File: config.mk
export PLATFORM = sky130hd
export DESIGN_NAME = mem_port_arbiter_flat
export DESIGN_NICKNAME = d
export VERILOG_FILES = /design/src/rtl/mem_port_arbiter_pkg.sv /design/src/rtl/mem_port_arbiter_if.sv /design/src/rtl/mem_port_arbiter_prio.sv /design/src/rtl/mem_port_arbiter.sv /design/src/flat_wrapper.sv
export SDC_FILE = /design/constraint.sdc
export NUM_CORES = 1
export LEC_CHECK = 0
export ABC_CLOCK_PERIOD_IN_PS = 4900
export CAP_MARGIN = 20
export CORE_AREA = 2 2 189 191
export CTS_CLUSTER_DIAMETER = 40
export CTS_CLUSTER_SIZE = 30
export DETAILED_ROUTE_END_ITERATION = 12
export DIE_AREA = 0 0 191 193
export DONT_BUFFER_PORTS = 1
export PLACE_DENSITY_LB_ADDON = 0.2
export SYNTH_ARGS = -nofsm -noshare
export SYNTH_HDL_FRONTEND = slang
export SYNTH_SLANG_ARGS = --single-unit
export TNS_END_PERCENT = 1
File: constraint.sdc
create_clock -name in_Clk -period 4.9 [get_ports in_Clk]
set_input_delay 0.735 -clock in_Clk [delete_from_list [all_inputs] [get_ports in_Clk]]
set_output_delay 0.735 -clock in_Clk [all_outputs]
set_load 0.01 [all_outputs]
File: src/rtl/mem_port_arbiter_pkg.sv
// ----------------------------------------------------------------------------
// rv64_mem_pkg
// Shared definitions for the unified-memory port arbiter: arbiter FSM state
// encoding, requester identifiers and default bus widths.
// ----------------------------------------------------------------------------
package rv64_mem_pkg;

    localparam int DEF_DATA_WIDTH = 64;
    localparam int DEF_ADDR_WIDTH = 64;
    localparam int DEF_INST_WIDTH = 32;

    typedef enum logic [1:0] {
        IDLE  = 2'd0,
        ISSUE = 2'd1,
        WAIT  = 2'd2,
        RESP  = 2'd3
    } arb_state_e;

    typedef logic req_id_t;

    localparam req_id_t REQ_IF = 1'b0;
    localparam req_id_t REQ_DM = 1'b1;

endpackage

File: src/rtl/mem_port_arbiter_if.sv
// ----------------------------------------------------------------------------
// mem_port_arbiter_if
// Bundles the three buses seen by the arbiter: instruction-fetch port,
// data-memory port and the single-port memory itself.
//   slave  : arbiter view (requests and memory read data in, grants/valids,
//            responses and memory strobes out)
//   master : core / memory view (the opposite directions)
// ----------------------------------------------------------------------------
interface mem_port_arbiter_if
    import rv64_mem_pkg::*;
#(
    parameter int DATA_WIDTH = DEF_DATA_WIDTH,
    parameter int ADDR_WIDTH = DEF_ADDR_WIDTH,
    parameter int INST_WIDTH = DEF_INST_WIDTH
);

    // Instruction-fetch port
    logic                  in_IF_req;
    logic [ADDR_WIDTH-1:0] in_IF_addr;
    logic                  out_IF_gnt;
    logic                  out_IF_valid;
    logic [INST_WIDTH-1:0] out_inst;

    // Data-memory port
    logic                  in_DM_req;
    logic                  in_DM_wr_en;
    logic [ADDR_WIDTH-1:0] in_DM_addr;
    logic [DATA_WIDTH-1:0] in_DM_wr_data;
    logic                  out_DM_gnt;
    logic                  out_DM_valid;
    logic [DATA_WIDTH-1:0] out_DM_data;

    // Unified memory
    logic                  out_mem_en;
    logic                  out_mem_wr_en;
    logic [ADDR_WIDTH-1:0] out_mem_addr;
    logic [DATA_WIDTH-1:0] out_mem_wr_data;
    logic [DATA_WIDTH-1:0] in_mem_rd_data;

    modport slave (
        input  in_IF_req, in_IF_addr,
        input  in_DM_req, in_DM_wr_en, in_DM_addr, in_DM_wr_data,
        input  in_mem_rd_data,
        output out_IF_gnt, out_IF_valid, out_inst,
        output out_DM_gnt, out_DM_valid, out_DM_data,
        output out_mem_en, out_mem_wr_en, out_mem_addr, out_mem_wr_data
    );

    modport master (
        output in_IF_req, in_IF_addr,
        output in_DM_req, in_DM_wr_en, in_DM_addr, in_DM_wr_data,
        output in_mem_rd_data,
        input  out_IF_gnt, out_IF_valid, out_inst,
        input  out_DM_gnt, out_DM_valid, out_DM_data,
        input  out_mem_en, out_mem_wr_en, out_mem_addr, out_mem_wr_data
    );

endinterface

File: src/rtl/mem_port_arbiter_prio.sv
// ----------------------------------------------------------------------------
// mem_arb_prio
// Winner selection between fetch and data requests plus the saturating
// fetch-starvation counter.
//   in_Clk, in_Rst_N : clock, asynchronous active-low reset
//   i_arb_en         : arbiter is in IDLE and may grant this cycle
//   i_if_req         : fetch request
//   i_dm_req         : data request
//   o_gnt_valid      : a grant is issued this cycle
//   o_winner         : REQ_IF / REQ_DM, meaningful when o_gnt_valid
// ----------------------------------------------------------------------------
module mem_arb_prio
    import rv64_mem_pkg::*;
#(
    parameter int STARVE_LIMIT = 4
) (
    input  logic    in_Clk,
    input  logic    in_Rst_N,
    input  logic    i_arb_en,
    input  logic    i_if_req,
    input  logic    i_dm_req,
    output logic    o_gnt_valid,
    output req_id_t o_winner
);

    localparam int             CNT_W     = $clog2(STARVE_LIMIT + 1);
    localparam logic [CNT_W-1:0] LIMIT_VAL = CNT_W'(STARVE_LIMIT);

    logic [CNT_W-1:0] r_starve_cnt;
    logic             w_if_forced;

    // Data normally wins; fetch takes over only once it has lost
    // STARVE_LIMIT arbitrations in a row and is still asking.
    assign w_if_forced = (r_starve_cnt >= LIMIT_VAL) && i_if_req;
    assign o_winner    = (i_dm_req && !w_if_forced) ? REQ_DM : REQ_IF;
    assign o_gnt_valid = i_arb_en && (i_if_req || i_dm_req);

    always_ff @(posedge in_Clk or negedge in_Rst_N) begin
        if (!in_Rst_N) begin
            r_starve_cnt <= '0;
        end else if (i_arb_en) begin
            if (!i_if_req || (o_gnt_valid && o_winner == REQ_IF)) begin
                r_starve_cnt <= '0;
            end else if (r_starve_cnt < LIMIT_VAL) begin
                // Fetch is waiting and data was granted.
                r_starve_cnt <= r_starve_cnt + CNT_W'(1);
            end
        end
    end

endmodule

File: src/rtl/mem_port_arbiter.sv
// ----------------------------------------------------------------------------
// mem_port_arbiter
// Shares one single-port, fixed-latency memory between the instruction-fetch
// port and the data-memory port, one transaction at a time.
//   in_Clk, in_Rst_N : clock, asynchronous active-low reset
//   bus (slave)      : fetch port (req/addr -> gnt/valid/inst),
//                      data port (req/wr_en/addr/wr_data -> gnt/valid/data),
//                      memory (en/wr_en/addr/wr_data -> rd_data)
// Read timing: gnt cycle 0, mem_en cycle 1, rd_data sampled at the end of
// cycle 1+MEM_LATENCY, valid in cycle 2+MEM_LATENCY. Writes: valid in cycle 2.
// ----------------------------------------------------------------------------
module mem_port_arbiter
    import rv64_mem_pkg::*;
#(
    parameter int DATA_WIDTH   = DEF_DATA_WIDTH,
    parameter int ADDR_WIDTH   = DEF_ADDR_WIDTH,
    parameter int INST_WIDTH   = DEF_INST_WIDTH,
    parameter int MEM_LATENCY  = 2,
    parameter int STARVE_LIMIT = 4
) (
    input  logic                 in_Clk,
    input  logic                 in_Rst_N,
    mem_port_arbiter_if.slave    bus
);

    localparam int             LAT_W    = $clog2(MEM_LATENCY) + 1;
    localparam logic [LAT_W-1:0] LAT_LOAD = LAT_W'(MEM_LATENCY - 1);

    arb_state_e            r_state;
    req_id_t               r_owner;
    logic [ADDR_WIDTH-1:0] r_addr;
    logic                  r_wr_en;
    logic [DATA_WIDTH-1:0] r_wr_data;
    logic [LAT_W-1:0]      r_lat_cnt;
    logic                  r_mem_en;
    logic                  r_mem_wr_en;
    logic                  r_if_valid;
    logic                  r_dm_valid;
    logic [INST_WIDTH-1:0] r_inst;
    logic [DATA_WIDTH-1:0] r_dm_data;

    logic                  w_arb_en;
    logic                  w_gnt_valid;
    req_id_t               w_winner;

    // Grants are combinational; gating with the reset input keeps every
    // output low while reset is held even if a request is present.
    assign w_arb_en = (r_state == IDLE) && in_Rst_N;

    mem_arb_prio #(
        .STARVE_LIMIT (STARVE_LIMIT)
    ) u_prio (
        .in_Clk      (in_Clk),
        .in_Rst_N    (in_Rst_N),
        .i_arb_en    (w_arb_en),
        .i_if_req    (bus.in_IF_req),
        .i_dm_req    (bus.in_DM_req),
        .o_gnt_valid (w_gnt_valid),
        .o_winner    (w_winner)
    );

    always_ff @(posedge in_Clk or negedge in_Rst_N) begin
        if (!in_Rst_N) begin
            r_state     <= IDLE;
            r_owner     <= REQ_IF;
            r_addr      <= '0;
            r_wr_en     <= 1'b0;
            r_wr_data   <= '0;
            r_lat_cnt   <= '0;
            r_mem_en    <= 1'b0;
            r_mem_wr_en <= 1'b0;
            r_if_valid  <= 1'b0;
            r_dm_valid  <= 1'b0;
            r_inst      <= '0;
            r_dm_data   <= '0;
        end else begin
            // Strobes are single-cycle pulses raised on the transition
            // into the state that owns them.
            r_mem_en    <= 1'b0;
            r_mem_wr_en <= 1'b0;
            r_if_valid  <= 1'b0;
            r_dm_valid  <= 1'b0;

            case (r_state)
                IDLE: begin
                    if (w_gnt_valid) begin
                        r_owner  <= w_winner;
                        r_mem_en <= 1'b1;
                        r_state  <= ISSUE;
                        if (w_winner == REQ_DM) begin
                            r_addr      <= bus.in_DM_addr;
                            r_wr_en     <= bus.in_DM_wr_en;
                            r_wr_data   <= bus.in_DM_wr_data;
                            r_mem_wr_en <= bus.in_DM_wr_en;
                        end else begin
                            r_addr    <= bus.in_IF_addr;
                            r_wr_en   <= 1'b0;
                            r_wr_data <= '0;
                        end
                    end
                end

                ISSUE: begin
                    if (r_wr_en) begin
                        // Only the data port can write.
                        r_dm_valid <= 1'b1;
                        r_state    <= RESP;
                    end else begin
                        r_lat_cnt <= LAT_LOAD;
                        r_state   <= WAIT;
                    end
                end

                WAIT: begin
                    if (r_lat_cnt == '0) begin
                        if (r_owner == REQ_IF) begin
                            r_inst     <= bus.in_mem_rd_data[INST_WIDTH-1:0];
                            r_if_valid <= 1'b1;
                        end else begin
                            r_dm_data  <= bus.in_mem_rd_data;
                            r_dm_valid <= 1'b1;
                        end
                        r_state <= RESP;
                    end else begin
                        r_lat_cnt <= r_lat_cnt - LAT_W'(1);
                    end
                end

                RESP: begin
                    r_state <= IDLE;
                end

                default: begin
                    r_state <= IDLE;
                end
            endcase
        end
    end

    assign bus.out_IF_gnt      = w_gnt_valid && (w_winner == REQ_IF);
    assign bus.out_DM_gnt      = w_gnt_valid && (w_winner == REQ_DM);
    assign bus.out_IF_valid    = r_if_valid;
    assign bus.out_DM_valid    = r_dm_valid;
    assign bus.out_inst        = r_inst;
    assign bus.out_DM_data     = r_dm_data;
    assign bus.out_mem_en      = r_mem_en;
    assign bus.out_mem_wr_en   = r_mem_wr_en;
    assign bus.out_mem_addr    = r_addr;
    assign bus.out_mem_wr_data = r_wr_data;

endmodule

File: src/flat_wrapper.sv
// flat-port wrapper written by rule: the top's interface ports become plain ports
module mem_port_arbiter_flat import rv64_mem_pkg::*;
#(
    parameter int DATA_WIDTH   = DEF_DATA_WIDTH,
    parameter int ADDR_WIDTH   = DEF_ADDR_WIDTH,
    parameter int INST_WIDTH   = DEF_INST_WIDTH,
    parameter int MEM_LATENCY  = 2,
    parameter int STARVE_LIMIT = 4
)
  (in_Clk, in_Rst_N, bus_in_IF_req, bus_in_IF_addr, bus_in_DM_req, bus_in_DM_wr_en, bus_in_DM_addr, bus_in_DM_wr_data, bus_in_mem_rd_data, bus_out_IF_gnt, bus_out_IF_valid, bus_out_inst, bus_out_DM_gnt, bus_out_DM_valid, bus_out_DM_data, bus_out_mem_en, bus_out_mem_wr_en, bus_out_mem_addr, bus_out_mem_wr_data);
  mem_port_arbiter_if #(.DATA_WIDTH(DATA_WIDTH), .ADDR_WIDTH(ADDR_WIDTH), .INST_WIDTH(INST_WIDTH)) bus_i ();
  input  logic in_Clk;
  input  logic in_Rst_N;
  input wire logic [$bits(bus_i.in_IF_req)-1:0] bus_in_IF_req;
  input wire logic [$bits(bus_i.in_IF_addr)-1:0] bus_in_IF_addr;
  input wire logic [$bits(bus_i.in_DM_req)-1:0] bus_in_DM_req;
  input wire logic [$bits(bus_i.in_DM_wr_en)-1:0] bus_in_DM_wr_en;
  input wire logic [$bits(bus_i.in_DM_addr)-1:0] bus_in_DM_addr;
  input wire logic [$bits(bus_i.in_DM_wr_data)-1:0] bus_in_DM_wr_data;
  input wire logic [$bits(bus_i.in_mem_rd_data)-1:0] bus_in_mem_rd_data;
  output wire logic [$bits(bus_i.out_IF_gnt)-1:0] bus_out_IF_gnt;
  output wire logic [$bits(bus_i.out_IF_valid)-1:0] bus_out_IF_valid;
  output wire logic [$bits(bus_i.out_inst)-1:0] bus_out_inst;
  output wire logic [$bits(bus_i.out_DM_gnt)-1:0] bus_out_DM_gnt;
  output wire logic [$bits(bus_i.out_DM_valid)-1:0] bus_out_DM_valid;
  output wire logic [$bits(bus_i.out_DM_data)-1:0] bus_out_DM_data;
  output wire logic [$bits(bus_i.out_mem_en)-1:0] bus_out_mem_en;
  output wire logic [$bits(bus_i.out_mem_wr_en)-1:0] bus_out_mem_wr_en;
  output wire logic [$bits(bus_i.out_mem_addr)-1:0] bus_out_mem_addr;
  output wire logic [$bits(bus_i.out_mem_wr_data)-1:0] bus_out_mem_wr_data;
  assign bus_i.in_IF_req = bus_in_IF_req;
  assign bus_i.in_IF_addr = bus_in_IF_addr;
  assign bus_i.in_DM_req = bus_in_DM_req;
  assign bus_i.in_DM_wr_en = bus_in_DM_wr_en;
  assign bus_i.in_DM_addr = bus_in_DM_addr;
  assign bus_i.in_DM_wr_data = bus_in_DM_wr_data;
  assign bus_i.in_mem_rd_data = bus_in_mem_rd_data;
  assign bus_out_IF_gnt = bus_i.out_IF_gnt;
  assign bus_out_IF_valid = bus_i.out_IF_valid;
  assign bus_out_inst = bus_i.out_inst;
  assign bus_out_DM_gnt = bus_i.out_DM_gnt;
  assign bus_out_DM_valid = bus_i.out_DM_valid;
  assign bus_out_DM_data = bus_i.out_DM_data;
  assign bus_out_mem_en = bus_i.out_mem_en;
  assign bus_out_mem_wr_en = bus_i.out_mem_wr_en;
  assign bus_out_mem_addr = bus_i.out_mem_addr;
  assign bus_out_mem_wr_data = bus_i.out_mem_wr_data;
  mem_port_arbiter #(.DATA_WIDTH(DATA_WIDTH), .ADDR_WIDTH(ADDR_WIDTH), .INST_WIDTH(INST_WIDTH), .MEM_LATENCY(MEM_LATENCY), .STARVE_LIMIT(STARVE_LIMIT)) u_core (.in_Clk(in_Clk), .in_Rst_N(in_Rst_N), .bus(bus_i));
endmodule
==> results.yml, run 1 <==
sta:
  fmax_ghz: 0.361
  whs_ps: -106
  setup_slack_ps: 2130
  tightest_slew_ps: 985
  skew_ps: 18.0
  finalHoldViolations: 237
  rsz0062_at_grt: "false"
  setup_viol: 0
  fin_crit_sh_pct: 56.6
  drv_slew: 0
  fin_tns_setup_ps: 0
  slew_headroom_pct: 34.0
  min_period_ps: 2770
cts:
  clock_latency_ps: 530
  cts_tree: "done"
  cts_htree_levels: 2
  cts.sinks: 237
  clk_path_buf_depth: 3
  numCtsBuffers: 39
  cts.clk_slew.worst_paths_ps: 50
  root_buffer: "clkbuf_16"
  cts_setup_buffers: 0
grt:
  globalRoute.totalOverflow: 0
  antenna_found_initial: 4
  grtUsageTotal_pct: 14.3
  grt_pass1_vias: 5896
  grt_pass1_wl_um: 38700
  grt_max_degree: 243
detailed_routing:
  ant_nets: 0
  wire_per_inst_um: 25.2
  dr.pass1.iters: 4
  drt_iter0_markers: 213
  via_count: 5514
  wl_um: 28100
  route.detailed.drc: 0
  vias_per_cell: 4.95
pwr:
  power.total_mw: 8.59
  pwr_density_cell_nw_per_um2: 783
  ir_drop_uv: 415
  leakage_nw: 4.75
synthesis:
  yosys-top-cells-area: "dfrtp_1, mux2_2, a221o_1"
  synth_top_area_share_pct: 64.6
  synth-seq-cells: 237
  yosysSeqAreaShare_pct: 64.6
  netlist_instances: 617
  yosys_warnings: 0
  yosysTopAreaCell: "dfrtp_1"
  ys_types: 29
  synth_area_sq_um: 9180
  syn_nets: 883
  avgSynthCellArea_sq_um: 14.9
setup_path:
  startpoint_type: "register"
  crit_fanout: 15
  arrival_ps: 2040
  cp-end-kind: "primary output"
  worstSetupPathType: "reg -> out"
  crit_required_ps: 4160
place:
  dp_hpwl_um: 20600
  numPortBuffers: 0
  place_inst: 1038
  place_ws_ps: 2250
  gp_congestion: 0.784
cells_and_area:
  final_util_pct: 31.4
  synthToLayoutAreaGrowth_pct: 19.6
  drive_gt1_share_pct: 27.3
  multiInputGateArea_sq_um: 3000
  seq_area_sq_um: 5930
  fin_nets: 884
  final.fill_count: 3429
  fin_cells: 1113
floorplan:
  die_h_um: 193
  die-area_sq_um: 36900
  core-area_sq_um: 35000
  io_pins: 491
  num_rows: 69
  initial_utilization_pct: 26.3
  die_w_um: 191
flow_run:
  cap_violations: 0
run_status:
  violations: "hold timing"
  status: "finished, violations left"
hold_path:
  hold_path.class: "in -> async"
## stage by stage
| step | hold WS, ps | instance area, sq um |
|---|---|---|
| after floorplan | 439 | 9180 |
| after global placement | 445 | 9580 |
| after detailed placement | 446 | 9580 |
| after CTS | -153 | 11000 |
| after global routing | -144 | 11000 |
| final | -106 | 11000 |
## placed cells by master (no fill, tap or decap), types with 3 or more instances in the layout
cell / count
diode_2: 3
clkbuf_16: 40
inv_8: 3
inv_6: 10
a221o_1: 64
a22o_1: 66
bufinv_16: 5
and2_0: 62
mux2_2: 97
buf_4: 6
dfrtp_1: 237
and2_1: 3
clkbuf_8: 3
ha_1: 5
inv_1: 6
a21oi_1: 3
nand2_1: 6
clkinv_4: 4
## layout make-up
cell class                      count  share of cell area [%]
Timing Repair Buffer                6                   0.410
Sequential cell                   237                    54.0
Multi-Input combinational cell    328                    27.3
Clock buffer                       45                    9.56
Clock inverter                     27                    3.17
Tap cell                          461                    5.25
Inverter                            6                   0.205
Antenna cell                        3                  0.0684
## what timing repair did
action | 4_1_cts | 5_1_grt
endpoints found under the setup margin | 0 | 0
gates resized for setup | 0 | 0
hold endpoints to repair | 237 | 237
## critical path: stages, from the launching register on
cell,delay [ps]
dfrtp_1,390
inv_1,110
ha_1,350
nand3_1,210
nor2_4,430
## power by group
group / internal (mW) / switching, mW / leakage, nW
combinational: 0.920 / 0.607 / 1.15
clock: 1.85 / 1.03 / 0.682
sequential: 2.92 / 1.26 / 2.91
total: 5.69 / 2.91 / 4.75
## state kept, by name, indices dropped and copies added, names as in the netlist
register	count
u_core.u_prio.r_starve_cnt	3
u_core.r_owner	1
u_core.bus.out_mem_wr_en	1
u_core.r_state	2
u_core.bus.out_DM_valid	1
u_core.bus.out_inst	32
u_core.bus.out_mem_wr_data	64
u_core.bus.out_mem_en	1
u_core.bus.out_IF_valid	1
u_core.r_lat_cnt	2
u_core.r_wr_en	1
u_core.bus.out_mem_addr	64
u_core.bus.out_DM_data	64
## Yosys cell counts
master	number
dfrtp_1	237
mux2_2	97
a22o_1	66
a221o_1	64
and2_0	62
buf_2	28
buf_4	7
clkbuf_1	7
inv_1	6
nand2_1	6
ha_1	5
buf_6	4
a21oi_1	3
and2_1	3
nand3_1	3
nor2_1	3
a21boi_0	2
nor2b_1	2
o21ai_0	2
a211oi_1	1
a21o_1	1
a21oi_2	1
a31oi_1	1
a32o_1	1
and2b_1	1
o211ai_2	1
o21bai_1	1
o2bb2ai_1	1
or2_1	1
## per-layer routing
| layer | share of wire (%) | vias up | track usage, % |
|---|---|---|---|
| li1 | - | 2331 | - |
| met1 | 34 | 2732 | 15.4 |
| met2 | 51 | 387 | 24.9 |
| met3 | 12 | 60 | 5.88 |
| met4 | 2.8 | 4 | 6.08 |
| met5 | 0.12 | - | 0 |
## logic make-up after synthesis
kind of cell               after synthesis  share of synthesized area (%)
and+or+nand+nor                         81                           5.25
adders and majority gates                5                          0.681
DFF                                    237                           64.6
AOI/OAI and AO/OA                      145                           14.5
muxes                                   97                           11.9
buffers and inverters                   52                           3.12
## path summary, 6_finish.rpt
path | to | from | cells past startpoint | slack, ps
worst max-delay path | bus_out_IF_gnt | u_core.r_state[0] | 4 | 2130
worst min-delay path | u_core.bus.out_DM_data[20] | in_Rst_N | 0 | -110
worst max register to register | u_core.bus.out_mem_addr[56] | u_core.r_state[0] | 6 | 2220
worst min register to register | u_core.r_lat_cnt[0] | u_core.r_lat_cnt[0] | 1 | 490
max in group asynchronous | u_core.bus.out_mem_wr_data[1] | in_Rst_N | 0 | 4750
min in group in_Clk | u_core.bus.out_mem_wr_data[40] | bus_in_DM_wr_data[40] | 1 | 330
Note: power is estimated with default switching activity, not from simulation.
==> run 2: changes to the inputs <==
--- a/config.mk
+++ b/config.mk
@@ -5,13 +5,15 @@
 export SDC_FILE = /design/constraint.sdc
 export NUM_CORES = 1
 export LEC_CHECK = 0
-export ABC_CLOCK_PERIOD_IN_PS = 4900
+export ABC_AREA = 1
+export ABC_CLOCK_PERIOD_IN_PS = 2500
 export CAP_MARGIN = 20
-export CORE_AREA = 2 2 189 191
+export CORE_ASPECT_RATIO = 0.9
+export CORE_MARGIN = 2
+export CORE_UTILIZATION = 30
 export CTS_CLUSTER_DIAMETER = 40
 export CTS_CLUSTER_SIZE = 30
 export DETAILED_ROUTE_END_ITERATION = 12
-export DIE_AREA = 0 0 191 193
 export DONT_BUFFER_PORTS = 1
 export PLACE_DENSITY_LB_ADDON = 0.2
 export SYNTH_ARGS = -nofsm -noshare
==> constraint.sdc (replaced) <==
create_clock -name in_Clk -period 2.5 [get_ports in_Clk]
set_input_delay 0.375 -clock in_Clk [delete_from_list [all_inputs] [get_ports in_Clk]]
set_output_delay 0.375 -clock in_Clk [all_outputs]
set_load 0.01 [all_outputs]
==> results.yml, run 2 <==
run_status:
  status: "finished, violations left"
  violations: "hold timing"
synthesis:
  yosysTopAreaCell: "dfrtp_1"
  synth_edf_count: 0
  async_flop_share_pct: 100
  syn_nets: 1468
  yosysMostFrequentCell: "nand2_1"
  netlist_top_cells_count: "nand2_1, dfrtp_1, inv_1"
  synth_area_sq_um: 10200
  yosys-top-cells-area: "dfrtp_1, nand2_1, buf_6"
  ys_types: 22
  ys.flop_type: "dfrtp_1"
  yosys_warnings: 0
  yosysSeqAreaShare_pct: 57.9
  synth-seq-cells: 237
  netlist_instances: 1202
  synth_top_area_share_pct: 57.9
  avgSynthCellArea_sq_um: 8.53
cells_and_area:
  mostFrequentLayoutCell: "nand2_1"
  n_antenna_cell: 0
  final_area_sq_um: 12800
  synthToLayoutAreaGrowth_pct: 24.8
  drive_gt1_share_pct: 7.84
  fin_nets: 1566
  layout_common_cells: "nand2_1, dfrtp_1, dlygate4sd3_1, inv_1, o21ai_0"
cts:
  cts.sinks: 237
  clock_latency_ps: 520
  cts_resized: 0
  cts_htree_levels: 2
  cts.clk_slew.worst_paths_ps: 50
  cts_tree: "done"
  cts_setup_buffers: 0
  clk_path_buf_depth: 3
  hold_buffers: 115
  root_buffer: "clkbuf_16"
  numCtsBuffers: 36
floorplan:
  num_rows: 64
  io_pins: 491
  die_h_um: 179
  core-area_sq_um: 33800
  die_w_um: 199
  die-area_sq_um: 35700
  initial_utilization_pct: 30.3
grt:
  antenna_found_initial: 0
  top_usage_layer: "met2"
  grtUsageTotal_pct: 16.1
  use_met2_pct: 26.6
  use_met3_pct: 6.46
  grt_pass1_wl_um: 44600
  grt_pass1_vias: 8062
  grt_max_degree: 239
  met1_usage_pct: 18.0
  globalRoute.totalOverflow: 0
place:
  dpl_cell_area_sq_um: 10300
  numPortBuffers: 0
  dp_hpwl_um: 20200
  gp_congestion: 0.819
sta:
  slew_headroom_pct: 54.7
  tightest_slew_ps: 679
  drv_slew: 0
  setup_viol: 0
  rsz0062_at_grt: "false"
  whs_ps: -431
  fin_tns_setup_ps: 0
  finalHoldViolations: 237
  fin_crit_sh_pct: 90.4
  min_period_ps: 2260
  fmax_ghz: 0.442
  skew_ps: 15.9
setup_path:
  worstSetupPathType: "reg -> out"
  crit_required_ps: 2120
  r2r_cells: 7
  crit_fanout: 18
  rr_endpoint: "u_core.r_owner"
  reg2reg_setup_slack_ps: 530
  crit-reg2reg-launch: "u_core.r_state[0]"
  cp-end-kind: "primary output"
  critPathLaunch: "u_core.r_state[0]"
  startpoint_type: "register"
  arrival_ps: 1890
pwr:
  leakage_nw: 6.75
  power_frac_clock_pct: 33.1
  ir_drop_uv: 541
  pwr-share-seq_pct: 48.9
  p_int_mw: 10.2
  power.share.combinational_pct: 18.1
  pwr_density_cell_nw_per_um2: 1270
  swShare_pct: 36.9
  power.switching_mw: 5.98
  power.total_mw: 16.2
detailed_routing:
  wl_um: 30200
  wire_per_inst_um: 16.9
  vias_per_cell: 4.46
  drt_iter0_markers: 443
  via_count: 7985
  dr.pass1.iters: 4
  route.detailed.drc: 0
  ant_nets: 0
flow_run:
  cap_violations: 0
hold_path:
  hold_path.class: "in -> async"
run 2: routing by layer:
metal	vias up	share of wire, %
li1	3851	-
met1	3705	38
met2	347	47
met3	82	10
met4	0	4.3
met5	-	0
run 2: layout make-up:
cell class                      count  area (sq um)
Clock inverter                     22           337
Clock buffer                       43           967
Tap cell                          462           578
Fill cell                        3421         21000
Multi-Input combinational cell    850          3480
Timing Repair Buffer              126          1310
Sequential cell                   237          5930
Inverter                           49           186
run 2: per-stage QoR:
| stage | setup WS (ps) | util [%] | cells | hold WS, ps |
|---|---|---|---|---|
| 6_report | 239 | 37.8 | 1789 | -431 |
| 4_1_cts | 191 | 37.8 | 1789 | -473 |
| 5_1_grt | 107 | 37.8 | 1789 | -468 |
| 3_5_place_dp | 483 | 30.6 | 1609 | 91.3 |
| 2_1_floorplan | 814 | - | 1202 | 79.4 |
| 3_3_place_gp | 529 | 30.6 | 1609 | 91.3 |
run 2: how the worst max path moves through the flow:
stage | endpoint | slack, ps
detailed placement | u_core.r_owner | 480
CTS | bus_out_IF_gnt | 190
finish | bus_out_IF_gnt | 240
floorplan | bus_out_IF_gnt | 810
global route | bus_out_IF_gnt | 110
global placement | u_core.r_owner | 530
run 2: cells by family after synthesis:
family          Yosys count  share of synthesized area [%]
compound gates           71                           4.22
simple gates            774                           29.1
fa+ha+maj                 5                          0.611
flops                   237                           57.9
buf+inv                 115                           8.17
run 2: worst max-delay path, stage by stage, from the launching register on:
cell and delay (ps):
dfrtp_1 390, inv_1 90, ha_1 230, nand2_2 140, inv_2 60, nand2_4 230
nor2_1 70, buf_4 160
run 2: power by group through the flow:
stage          Sequential (mW)  Combinational (mW)  Clock, mW
2_1_floorplan             7.32                2.47          0
3_3_place_gp              8.03                2.69          0
3_5_place_dp              7.99                2.82          0
4_1_cts                   7.97                2.95       5.51
5_1_grt                   8.16                3.47       5.68
6_report                  7.92                2.92       5.36
